==> src/rtl/hc595_pkg.sv <==
// Shared types and defaults for the 74HC595 chain controller.
// The FSM state encoding lives here so the top and any monitors agree on it.
package hc595_pkg;

  localparam int DEF_WIDTH = 8;
  localparam int DEF_DIV   = 2;
  localparam int DIV_CW    = 8;

  typedef enum logic [1:0] {
    IDLE  = 2'd0,
    SETUP = 2'd1,
    HIGH  = 2'd2,
    LATCH = 2'd3
  } state_e;

endpackage

==> src/rtl/hc595_tick_div.sv <==
// Half-period divider: one-cycle tick every DIV enabled cycles.
// Held at zero while disabled, so every phase restarts cleanly on enable.
module hc595_tick_div
  import hc595_pkg::*;
#(
  parameter int DIV = DEF_DIV
) (
  input  logic clk,
  input  logic rst_n,
  input  logic en,
  output logic tick
);

  localparam logic [DIV_CW-1:0] LAST = DIV_CW'(DIV - 1);

  logic [DIV_CW-1:0] cnt;

  assign tick = en && (cnt == LAST);

  always_ff @(posedge clk or negedge rst_n) begin
    if (!rst_n)          cnt <= '0;
    else if (!en || tick) cnt <= '0;
    else                 cnt <= cnt + DIV_CW'(1);
  end

endmodule

==> src/rtl/hc595_ctrl.sv <==
// Serial driver for a cascade of 74HC595-style shift registers: MSB-first
// shift on srclk, then one rclk pulse to latch. All outputs are registered.
module hc595_ctrl
  import hc595_pkg::*;
#(
  parameter int WIDTH = DEF_WIDTH,
  parameter int DIV   = DEF_DIV
) (
  input  logic             clk,
  input  logic             rst_n,
  input  logic [WIDTH-1:0] in_data,
  input  logic             in_valid,
  output logic             in_ready,
  output logic             ser,
  output logic             srclk,
  output logic             rclk,
  output logic             busy,
  output logic             done
);

  localparam int CW = $clog2(WIDTH + 1);

  state_e           state_q, state_d;
  logic [WIDTH-1:0] data_q, data_d;
  logic [CW-1:0]    bits_q, bits_d;
  logic             ser_d;
  logic             tick;
  logic             div_en;

  assign div_en   = (state_q != IDLE);
  assign in_ready = (state_q == IDLE);

  hc595_tick_div #(.DIV(DIV)) u_div (
    .clk  (clk),
    .rst_n(rst_n),
    .en   (div_en),
    .tick (tick)
  );

  always_comb begin
    state_d = state_q;
    data_d  = data_q;
    bits_d  = bits_q;
    ser_d   = ser;
    case (state_q)
      IDLE: if (in_valid) begin
        state_d = SETUP;
        data_d  = in_data;
        bits_d  = CW'(WIDTH);
        ser_d   = in_data[WIDTH-1];
      end
      SETUP: if (tick) state_d = HIGH;
      HIGH: if (tick) begin
        bits_d = bits_q - CW'(1);
        if (bits_q == CW'(1)) begin
          state_d = LATCH;
          ser_d   = 1'b0;
        end else begin
          // ser only moves here, on SETUP entry, so hold time equals setup time
          state_d = SETUP;
          data_d  = data_q << 1;
          ser_d   = data_d[WIDTH-1];
        end
      end
      LATCH: if (tick) state_d = IDLE;
      default: state_d = IDLE;
    endcase
  end

  // Outputs are registered from next state so they align with the state itself
  always_ff @(posedge clk or negedge rst_n) begin
    if (!rst_n) begin
      state_q <= IDLE;
      data_q  <= '0;
      bits_q  <= '0;
      ser     <= 1'b0;
      srclk   <= 1'b0;
      rclk    <= 1'b0;
      busy    <= 1'b0;
      done    <= 1'b0;
    end else begin
      state_q <= state_d;
      data_q  <= data_d;
      bits_q  <= bits_d;
      ser     <= ser_d;
      srclk   <= (state_d == HIGH);
      rclk    <= (state_d == LATCH);
      busy    <= (state_d != IDLE);
      done    <= (state_q == LATCH) && (state_d == IDLE);
    end
  end

endmodule

==> config.mk <==
export PLATFORM = sky130hd
export DESIGN_NAME = hc595_ctrl
export DESIGN_NICKNAME = d
export VERILOG_FILES = /design/src/rtl/hc595_pkg.sv /design/src/rtl/hc595_tick_div.sv /design/src/rtl/hc595_ctrl.sv
export SDC_FILE = /design/constraint.sdc
export NUM_CORES = 1
export LEC_CHECK = 0
export CAP_MARGIN = 0
export CORE_UTILIZATION = 52
export DETAILED_ROUTE_END_ITERATION = 8
export GPL_ROUTABILITY_DRIVEN = 0
export MAX_ROUTING_LAYER = met4
export PLACE_DENSITY = 0.81
export SYNTH_ARGS = -nofsm -noshare
export SYNTH_HDL_FRONTEND = slang
export SYNTH_SLANG_ARGS = --single-unit
export TNS_END_PERCENT = 30
==> constraint.sdc <==
create_clock -name clk -period 2.2 [get_ports clk]
set_input_delay 0.55 -clock clk [delete_from_list [all_inputs] [get_ports clk]]
set_output_delay 0.55 -clock clk [all_outputs]
set_load 0.01 [all_outputs]
# [After elaboration in Yosys (flattened, before gate mapping)]
# Cells that the tools add are included.
[totals] ff_bits=26 input_bits=11 out_inout_bits=6 elab_cells=50
[classes] n_addsub=2 eq_ne=10 n_mux=18 n_reduce_logical=11
[ops] op="$mux W7" count=3
[ops] op="$pmux W7 S2" count=1
[ops] op="$mux W2" count=5
[ops] op="$add A8 B1 Y8 const B" count=1
[ops] op="$eq A2 B2 Y1 const B" count=4
[ops] op="$eq A8 B1 Y1 const B" count=1
[ops] op="$mux W4" count=2
[ops] op="$mux W8" count=1
[ops] op="$pmux W2 S4" count=1
[ops] op="$pmux W4 S2" count=1
[ops] op="$reduce_bool A2 Y1" count=3
[ops] op="$eq A4 B1 Y1 const B" count=1
[ops] op="$logic_not A2 Y1" count=2
[ops] op="$ne A2 B2 Y1 const B" count=2
[ops] op="$reduce_and A4 Y1" count=1
[ops] op="$sub A4 B1 Y4 const B" count=1
[ops] op="$mux W1" count=3
[ops] op="$reduce_and A3 Y1" count=1
[ops] op="$eq A2 B1 Y1 const B" count=1
[ops] op="$logic_and A1 B1 Y1" count=2
[ops] op="$ne A2 B1 Y1 const B" count=1
[ops] op="$pmux W1 S2" count=1
[ops] op="$logic_not A1 Y1" count=1
[ops] op="$logic_or A1 B1 Y1" count=1

# [Depth between registers and ports, before layout]
# Gate-level depths: netlist of the first run.
[logic_depth] word_depth=6 mapped_depth=6

# [Hierarchy]
# From an unflattened synthesis of the first run, not the netlist that was laid out.
[hier_totals] hier_cells=121 hier_area_um2=1368.8
[modules_own_cells] module="hc595_ctrl" instances=1 cells_per_inst=81 area_per_inst_um2=967.2
[modules_own_cells] module="hc595_tick_div" instances=1 cells_per_inst=40 area_per_inst_um2=401.6

# [Least setup slack after synthesis of the first run]
# No wires, ideal clock.
[synth_path] path_kind="register -> register" startpoint="reg u_div.cnt[1]" endpoint="reg data_q[1]" t_arrival_ns=1.607 path_slack_ns=0.468 stages_incl_launch_ff=7 path_buffers=0 synth_period_minus_slack_ns=1.732 cell_sequence="dfrtp_1 > inv_1 > ha_1 > nor4b_4 > nand2_4 > o21ai_2 > mux2_2"
[synth_via] elab_chain_len=4
[synth_lines] item="start: declaration" line_no="hc595_tick_div.sv:16" text="logic [DIV_CW-1:0] cnt;"
[synth_lines] item="start signal: assignment" line_no="hc595_tick_div.sv:23" text="else cnt <= cnt + DIV_CW'(1);"
[synth_lines] item="$eq A8 B1 Y1" line_no="hc595_tick_div.sv:18" text="assign tick = en && (cnt == LAST);"
[synth_lines] item="$logic_and A1 B1 Y1" line_no="hc595_tick_div.sv:18"
[synth_lines] item="$ne A2 B1 Y1 (no line)"
[synth_lines] item="$reduce_and A4 Y1 (no line)"
[synth_lines] item="end signal: assignment" line_no="hc595_ctrl.sv:83" text="data_q <= data_d;"
[synth_lines] item="end: declaration" line_no="hc595_ctrl.sv:24" text="logic [WIDTH-1:0] data_q, data_d;"
# No other way between the ends.
# A chain may end at the register's enable or synchronous reset.

# [Worst setup path after layout of the first run]
[layout_path] startpoint="reg state_q[1]" endpoint="out in_ready"
[layout_via] elab_chain_len=1
[layout_lines] item="start: declaration" line_no="hc595_ctrl.sv:23" text="state_e state_q, state_d;"
[layout_lines] item="start signal: assignment" line_no="hc595_ctrl.sv:82" text="state_q <= state_d;"
[layout_lines] item="$logic_not A2 Y1" line_no="hc595_ctrl.sv:31" text="assign in_ready = (state_q == IDLE);"
[layout_lines] item="end: declaration" line_no="hc595_ctrl.sv:13" text="output logic in_ready,"
# No other way between the ends.

==> results of run 1 <==
==> cell families after synthesis <==
logic type	Yosys count
xor gates and xnor gates	8
DFF	26
muxes	13
buffers and inverters	8
AOI/OAI and AO/OA	16
and+or+nand+nor	39
adders and majority gates	4
==> timing repair <==
action,in CTS,in global routing
buffers inserted,0,6
gates resized for setup,1,1
hold endpoints to repair,0,0
setup endpoints to repair,1,1
pin swaps,0,0
==> power breakdown <==
part	internal (mW)	total [mW]	switching, mW	leakage [nW]
Sequential	0.478	0.478	0	0.338
Combinational	0.0214	0.0355	0.0141	0.363
Clock	0.185	0.337	0.153	0.0279
==> final timing paths <==
path	cells past startpoint	startpoint	end
worst max-delay path	2	state_q[1]	in_ready
worst min-delay path	1	data_q[1]	data_q[1]
worst max register to register	6	u_div.cnt[1]	data_q[2]
worst min register to register	1	data_q[1]	data_q[1]
max in group asynchronous	2	rst_n	state_q[0]
min in group asynchronous	2	rst_n	u_div.cnt[0]
==> critical path, delay by kind of cell (launching register included) <==
kind | cells | cell delay [ns]
flip-flops | 1 | 0.49
AND/OR/NAND/NOR | 1 | 0.19
buffers and inverters | 1 | 0.56
==> sequential cells by signal, summed over array words and instances, names as in the netlist <==
| name | count |
|---|---|
| bits_q | 4 |
| busy | 1 |
| data_q | 7 |
| done | 1 |
| rclk | 1 |
| ser | 1 |
| srclk | 1 |
| state_q | 2 |
| u_div.cnt | 8 |
==> metrics by stage <==
stage / power (mW) / worst slack, ns / hold slack, ns
after floorplan: 0.4935 / 0.4684 / 0.2544
after global placement: 0.5226 / 0.2887 / 0.4876
after detailed placement: 0.5235 / 0.2504 / 0.4963
after CTS: 0.8541 / 0.02082 / 0.5290
after global routing: 0.8758 / 0.01571 / 0.5452
final: 0.8510 / 0.07574 / 0.5253
==> layout by cell type, fill, tap and decap left out, types with 2 or more instances in the layout <==
cell              n
dfrtp_1          24
clkdlybuf4s50_1  16
nor2_1           12
mux2_2           12
buf_4             9
nand2_1           8
xor2_1            7
nand3_1           6
o21ai_0           6
inv_1             5
ha_1              4
and3_1            3
clkbuf_4          3
nor3_1            2
a21oi_1           2
nand4_1           2
o31a_1            2
o41ai_1           2
dfrtp_2           2
==> area by class of cell <==
type | count | area, µm²
Sequential cell | 26 | 653.1
Multi-Input combinational cell | 80 | 591.8
Timing Repair Buffer | 25 | 227.7
Clock buffer | 3 | 22.52
Inverter | 5 | 18.77
Tap cell | 28 | 35.03
Fill cell | 185 | 675.6
Clock inverter | 1 | 30.03
==> routing by layer <==
layer / wire length, µm / global-route usage [%]
met5: 0 / -
met4: 22 / 7.658
met3: 80 / 4.464
met2: 1192 / 33.55
met1: 1085 / 28.02
==> metrics.txt, run 1 <==
RSZ-0062 raised after global routing no; Fin. Hold Viols 0; area grow syn2layout 24.09%; leakage 0.7290 nW; finished layout cell area 0.001579 mm²; vias per cell 5.554; crit end category output port; CTS clock-pin slew for the worst setup and hold paths 0.15 ns; starting density of the core 56.44%; row count 17; number of global-route vias before repair 937; CTS tree yes; crit-path max FO 8; Worst-Skew Late Latency 0.34 ns; Hold Buf Count CTS 0; CTS sink count 26; Avg Inst Size Synth 11.16 µm²; dpl cell area 0.001479 mm²; status finished, final reports clean; Clock Skews 0.003806 ns; asr flop ratio synth 100.0%; period utilisation layout 96.56%; Max Cap Viol 0; GRT Util Overall 21.58%; count leader, synth dfrtp_1; Routed wire per std cell 14.17 µm; EDFF count, synth 0; utilization after layout 70.03%; crit path cell chain nor2_1 -> clkdlybuf4s50_1; main combinational cell family by area after synthesis simple AND/OR/NAND/NOR gates; Ports 17; Syn Nets 129; Post-Synth XOR/XNOR Area 5.506%; post-route DRC violation count 0; 1st-pass router iterations 4; Worst EP required 1.65 ns; Power Dens Cells 538.9 mW/mm²; DP Cell Count 158; Hold Path Class flip-flop to flip-flop; H-tree levels 1; pin count of the biggest net entering global routing 27; Least-Margin Pin Slew 0.4721 ns; Compound-Gate Fraction of Synth Area 8.456%; critical path startpoint category flip-flop; Post-synth top cells 26 x dfrtp_1, 12 x mux2_2, 12 x nor2_1; nets 156; Initial DRC Count 20; Synth Register Bits 26; Die Wd 51.47 µm; Crit path largest cell delay 0.56 ns; Core Box Area 0.002255 mm²; share of cells above drive strength 1 24.29%; post-synthesis instance area 0.001272 mm²; largest area contributor in the netlist dfrtp_1; Slowest-stage cell, CP clkdlybuf4s50_1; Clock Path Buffers 2; PortBufs 16; arrival time worst endpoint 1.57 ns; final slew viol count 0; Post-Synthesis Cells 114; die footprint 0.002649 mm²; WL final 2.381 mm; Most used DFF post-synth dfrtp_1; Post-Synth Simple-Gate Area 16.81%; Synth area leaders dfrtp_1 51%, mux2_2 11%, xor2_1 4.8%; # diodes 0; post-DP HPWL 1.583 mm; final std cells w/o fill 168; Post-Synth Adder-Cell Area 3.933%; Seq/Total Area, Yosys 51.13%; Vias 933; top cell type's share of synthesized area 51.13%; first-pass GRT wire length 4.050 mm; Die Y-Extent 51.47 µm; minimum clock period 2.124 ns; mux cell area share after synthesis 11.80%; GRT overflow 0; Peak Freq 470.8 MHz; Max transition margin 68.32%; R2R Setup Slk 0.26 ns; maximum vdd drop 0.5763 mV; CTS buffer count 3; critical path type flip-flop to output port; Setup TNS Final 0 ns; clk root buf clkbuf_4; yosys warns 0; # setup viols final 0; Yosys cell types 29; post-route ant nets 0; initial antenna violation count 0
(Power assumes the default switching activity.)
==> inputs of run 2 (changes only) <==
--- a/config.mk
+++ b/config.mk
@@ -11,6 +11,8 @@
 export GPL_ROUTABILITY_DRIVEN = 0
 export MAX_ROUTING_LAYER = met4
 export PLACE_DENSITY = 0.81
+export REMOVE_ABC_BUFFERS = 1
+export SETUP_SLACK_MARGIN = 0.02
 export SYNTH_ARGS = -nofsm -noshare
 export SYNTH_HDL_FRONTEND = slang
 export SYNTH_SLANG_ARGS = --single-unit
==> run 2 against run 1 <==
  * Register-to-register slack worse by 0.06 ns
  * Non-clock buffer count is 5 lower
  * Die area stayed put
  * Sequential cell count stayed put
  * Via count is 3.2% lower
  * Final cell count is 3.0% lower
  * Critical path depth stayed put
  * Largest cell class unchanged
  * Sequential power hardly changed
  * Highest routed layer unchanged
  * Wire length hardly changed
  * Worst setup slack worse by 0.0027 ns
  * Final area is 2.3% lower
  * First-iteration DRC count is 5.0% higher
==> metrics.txt, run 2 (synthesis gave the netlist of run 1 again) <==
Max transition margin 67.55%; RSZ-0062 raised after global routing no; H-tree levels 1; Worst-Skew Late Latency 0.33 ns; Resized cells post-CTS 1; crit-path max FO 11; final slew viol count 0; setup ws final 0.07305 ns; GRT overflow 0; most common cell after layout, fill and taps aside dfrtp_1; status finished, final reports clean; leakage 0.7054 nW; Initial DRC Count 21; post-route ant nets 0; Setup Buffers After CTS 0; PortBufs 16; area grow syn2layout 21.24%; post-route DRC violation count 0; Clock Path Buffers 2; maximum vdd drop 0.4685 mV; CTS tree yes; Worst EP required 1.65 ns; Hold Buf Count CTS 0; nets 151; WL final 2.382 mm; # diodes 0; CTS sink count 26; Power Dens Cells 546.5 mW/mm²; share of cells above drive strength 1 21.48%; Vias 903; Fillers 172; post-place setup slack 0.2033 ns; number of global-route vias before repair 917; crit end category output port; initial antenna violation count 0; Ports 17; Die Wd 51.47 µm; 1st-pass router iterations 4; Routed wire per std cell 14.61 µm; post-DP HPWL 1.700 mm; Top reg by flops u_div.cnt; max reg flops 8; Peak Freq 470.2 MHz; utilization after layout 68.42%; commonest cells after routing, fill and taps aside 25 x dfrtp_1, 16 x clkdlybuf4s50_1, 12 x mux2_2; minimum clock period 2.127 ns; Die Y-Extent 51.47 µm; Fin. Hold Viols 0; Top Registers u_div.cnt x8, data_q x7, bits_q x4; critical path startpoint category flip-flop; Core Box Area 0.002255 mm²; first-pass GRT wire length 4.119 mm; GRT Util Overall 22.27%; pin count of the biggest net entering global routing 27; CTS clock-pin slew for the worst setup and hold paths 0.14 ns; row count 17; Clock Skews 0.007808 ns; die footprint 0.002649 mm²; clk root buf clkbuf_4; period utilisation layout 96.68%; # setup viols final 0; Power Total 0.8431 mW; critical path type flip-flop to output port; Max Cap Viol 0; Hold Path Class flip-flop to flip-flop; vias per cell 5.540; Least-Margin Pin Slew 0.4835 ns; arrival time worst endpoint 1.58 ns; starting density of the core 56.44%; CTS buffer count 3; Setup TNS Final 0 ns
==> run 2: critical path, stage by stage (launching register included) <==
cell and delay, ns:
dfrtp_2 0.50, nor2_2 0.19, clkdlybuf4s50_1 0.56
==> run 2: stage by stage <==
step,cells,instance area [µm²],hold WS (ns)
4_1_cts,163,1541,0.5307
2_1_floorplan,111,1261,0.2544
6_report,163,1543,0.5317
3_5_place_dp,159,1486,0.4956
5_1_grt,163,1543,0.5448
3_3_place_gp,159,1486,0.4856
==> run 2: routing by layer <==
metal / up-vias / wire (µm) / global-route usage, %
met1: 426 / 1057 / 26.54
met4: 0 / 58 / 11.71
met3: 7 / 85 / 3.274
met2: 30 / 1180 / 36.36
met5: - / 0 / -
li1: 440 / - / -
==> run 2: final timing paths <==
| check | start | to | slack, ns | cells past startpoint |
|---|---|---|---|---|
| max | state_q[1] | in_ready | 0.07 | 2 |
| min | data_q[3] | data_q[3] | 0.53 | 1 |
| max reg2reg | u_div.cnt[1] | data_q[4] | 0.20 | 6 |
| min reg2reg | data_q[3] | data_q[3] | 0.53 | 1 |
| max in group asynchronous | rst_n | state_q[1] | 1.37 | 2 |
| min in group asynchronous | rst_n | u_div.cnt[7] | 0.57 | 2 |
==> run 2: area by class of cell <==
class / instances / area [µm²] / area share, %
clock buffers: 3 / 22.52 / 1.460
clock inverters: 1 / 30.03 / 1.946
inverters: 5 / 18.77 / 1.217
multi-input cells: 80 / 594.3 / 38.52
flip-flops and latches: 26 / 651.9 / 42.25
well taps: 28 / 35.03 / 2.271
repair buffers: 20 / 190.2 / 12.33
==> run 2: where the power goes <==
part	leakage [nW]	internal (mW)	switching, mW	total [mW]
sequential	0.338	0.478	0	0.478
combinational	0.340	0.0214	0.0143	0.0357
clock	0.0279	0.184	0.145	0.329
==> inputs of run 3 (changes only) <==
--- a/config.mk
+++ b/config.mk
@@ -5,6 +5,7 @@
 export SDC_FILE = /design/constraint.sdc
 export NUM_CORES = 1
 export LEC_CHECK = 0
+export ABC_AREA = 0
 export CAP_MARGIN = 0
 export CORE_UTILIZATION = 52
 export DETAILED_ROUTE_END_ITERATION = 8
@@ -13,6 +14,7 @@
 export PLACE_DENSITY = 0.81
 export REMOVE_ABC_BUFFERS = 1
 export SETUP_SLACK_MARGIN = 0.02
+export SLEW_MARGIN = 15
 export SYNTH_ARGS = -nofsm -noshare
 export SYNTH_HDL_FRONTEND = slang
 export SYNTH_SLANG_ARGS = --single-unit
==> results of run 3 <==
No change in the layout: final DEF, timing and power equal those of run 2.
==> RTL edit (config.mk and constraints of run 2) <==
The package constant `DIV_CW` goes from 8 to 7.
--- a/src/rtl/hc595_pkg.sv
+++ b/src/rtl/hc595_pkg.sv
@@ -4,7 +4,7 @@
 
   localparam int DEF_WIDTH = 8;
   localparam int DEF_DIV   = 2;
-  localparam int DIV_CW    = 8;
+  localparam int DIV_CW    = 7;
 
   typedef enum logic [1:0] {
     IDLE  = 2'd0,
Check against the original RTL: no difference found for any inputs over 10 cycles, from zero or initial values and one cycle with rst_n low; that may be too few to reach the edited logic, so the function may still have changed.
==> RTL edit against run 2 <==
- die area shrank 2.3%
- largest cell class unchanged
- highest routed layer unchanged
- critical path type unchanged
- worst setup slack gained 0.019 ns
- synthesized area shrank 2.4%
- fmax grew 0.90%
- first-iteration DRC count shrank 43%
- wire length shrank 7.9%
- cell area shrank 5.8%
- global-route usage shrank 1.5 points
- worst hold slack lost 0.013 ns
- via count shrank 1.8%
- sequential cell count shrank 1
Power is not compared: it rests on default switching activity, and its combinational part moved more than twofold at a synthesized area within 25%.
==> RTL edit: results (changes against run 2) <==
| Metric | Value |
|---|---|
| Worst Reg2Reg Path Length in Cells | `4 (was 6)` |
| Global-route wire length before repair | `3.76 mm (was 4.12 mm)` |
| Final core area utilization | `65.0% (was 68.4%)` |
| Average size of a mapped cell | `10.3 um2 (was 11.2 um2)` |
| Sequential cell area fraction in the yosys report | `50.4% (was 51.1%)` |
| Top cells by count, synth | `dfrtp_1 (25), nand2_1 (24), nand3_1 (11), nor2_1 (11), mux2_4 (6) (was dfrtp_1 (26), mux2_2 (12), nor2_1 (12), nand2_1 (8), xor2_1 (7))` |
| Arithmetic-cell share of the synthesized area counting full adders, half adders and majority gates | `4.03% (was 3.93%)` |
| Worst setup slack for register-to-register paths | `0.32 ns (was 0.20 ns)` |
| Maximum number of pins on one net before global-route repair | `26 (was 27)` |
| Signal arrival time at the worst endpoint | `1.56 ns (was 1.58 ns)` |
| Tot GR Track Use | `20.8% (was 22.3%)` |
| Top cells by area, synth | `dfrtp_1 (50%), mux2_4 (7.3%), nand2_1 (7.3%), nand3_1 (4.4%), ha_1 (4.0%) (was dfrtp_1 (51%), mux2_2 (11%), xor2_1 (4.8%), ha_1 (3.9%), nor2_1 (3.5%))` |
| Fraction of the mapped netlist area in compound gates | `7.05% (was 8.46%)` |
| FF-to-FF Start | `u_div.cnt[3] (was u_div.cnt[1])` |
| Number of resized instances in the post-cts repair step | `0 (was 1)` |
| Number of DRC violations after detailed-routing iteration 0 | `12 (was 21)` |
| Source of the critical timing path | `state_q[0] (was state_q[1])` |
| Detailed-route wire length | `2.20 mm (was 2.38 mm)` |
| Largest registers in the final layout | `data_q: 7 flops, u_div.cnt: 7 flops, bits_q: 4 flops (was u_div.cnt: 8 flops, data_q: 7 flops, bits_q: 4 flops)` |
| Number of fillers in the final layout | `185 (was 172)` |
| H-tree Lvls | `1 (unchanged)` |
| Clock tree skew after final layout | `0.00480 ns (was 0.00781 ns)` |
| Area of placed instances | `1420 um2 (was 1490 um2)` |
| Share of synthesized area spent on multiplexers | `7.25% (was 11.8%)` |
| Register clock-pin slew on the reported worst setup and hold paths | `0.12 ns (was 0.14 ns)` |
| R2R Path End | `data_q[2] (was data_q[4])` |
| Rel. slew slack | `67.2% (was 67.5%)` |
| Layout cell share with drive strength beyond 1 | `13.8% (was 21.5%)` |
| Share of the synthesized netlist area taken by xor and xnor gates | `4.23% (was 5.51%)` |
| Final net count | `154 (was 151)` |
| Critical Path Fanout Max | `10 (was 11)` |
| Wirelength per Cell | `13.2 um (was 14.6 um)` |
| Via Count | `887 (was 903)` |
| Outcome | `finished, final reports clean (unchanged)` |
| Total placed cells including tap cells | `162 (was 159)` |
| Distinct cell type count of the synthesized netlist | `30 (was 29)` |
| Vias in the first global route | `859 (was 917)` |
RTL edit: cell count changes in the layout (fill, tap and decap cells not counted), moves of 5 or more:
cell and change:
nand2_1 +16, mux2_4 +5, mux2_2 -12, nand3_1 +5
RTL edit: logic make-up after synthesis:
family	Yosys count
AND/OR/NAND/NOR	60
flip-flops	25
AO/OA/AOI/OAI	12
buffers and inverters	8
XOR/XNOR	6
multiplexers	6
adder cells (fa/ha/maj)	4
RTL edit: final cells by class:
| class | count | share of cell area, % |
|---|---|---|
| clock buffers | 4 | 1.81 |
| flip-flops and latches | 25 | 43.2 |
| well taps | 28 | 2.41 |
| multi-input cells | 88 | 39.8 |
| repair buffers | 18 | 12.1 |
| inverters | 3 | 0.775 |
RTL edit: where the power goes:
| group | total (mW) | internal [mW] | switching [mW] | leakage (nW) |
|---|---|---|---|---|
| logic | 0.710 | 0.377 | 0.334 | 0.343 |
| clock network | 0.202 | 0.0711 | 0.130 | 0.0150 |
| registers | 0.782 | 0.629 | 0.153 | 0.312 |
| total | 1.69 | 1.08 | 0.617 | 0.670 |
RTL edit: routing by layer:
| metal | global-route usage [%] | vias up | routed length, um |
|---|---|---|---|
| met1 | 24.1 | 426 | 974 |
| met4 | 8.80 | 0 | 42 |
| met5 | - | - | 0 |
| li1 | - | 441 | - |
| met3 | 6.25 | 4 | 85 |
| met2 | 33.6 | 16 | 1090 |
RTL edit: how the worst min path moves through the flow:
stage                     startpoint   endpoint  cells after the start
after floorplan                rst_n  bits_q[0]                      0
after CTS                  data_q[0]  data_q[0]                      1
after global placement     data_q[0]  data_q[0]                      1
after global routing       data_q[0]  data_q[0]                      1
final                      data_q[0]  data_q[0]                      1
after detailed placement   data_q[0]  data_q[0]                      1
RTL edit: per-stage QoR:
step / setup slack (ns) / hold slack [ns]
floorplan: 0.496 / 0.254
global placement: 0.205 / 0.493
detailed placement: 0.156 / 0.490
CTS: 0.0230 / 0.520
global route: 0.0218 / 0.552
finish: 0.0920 / 0.518
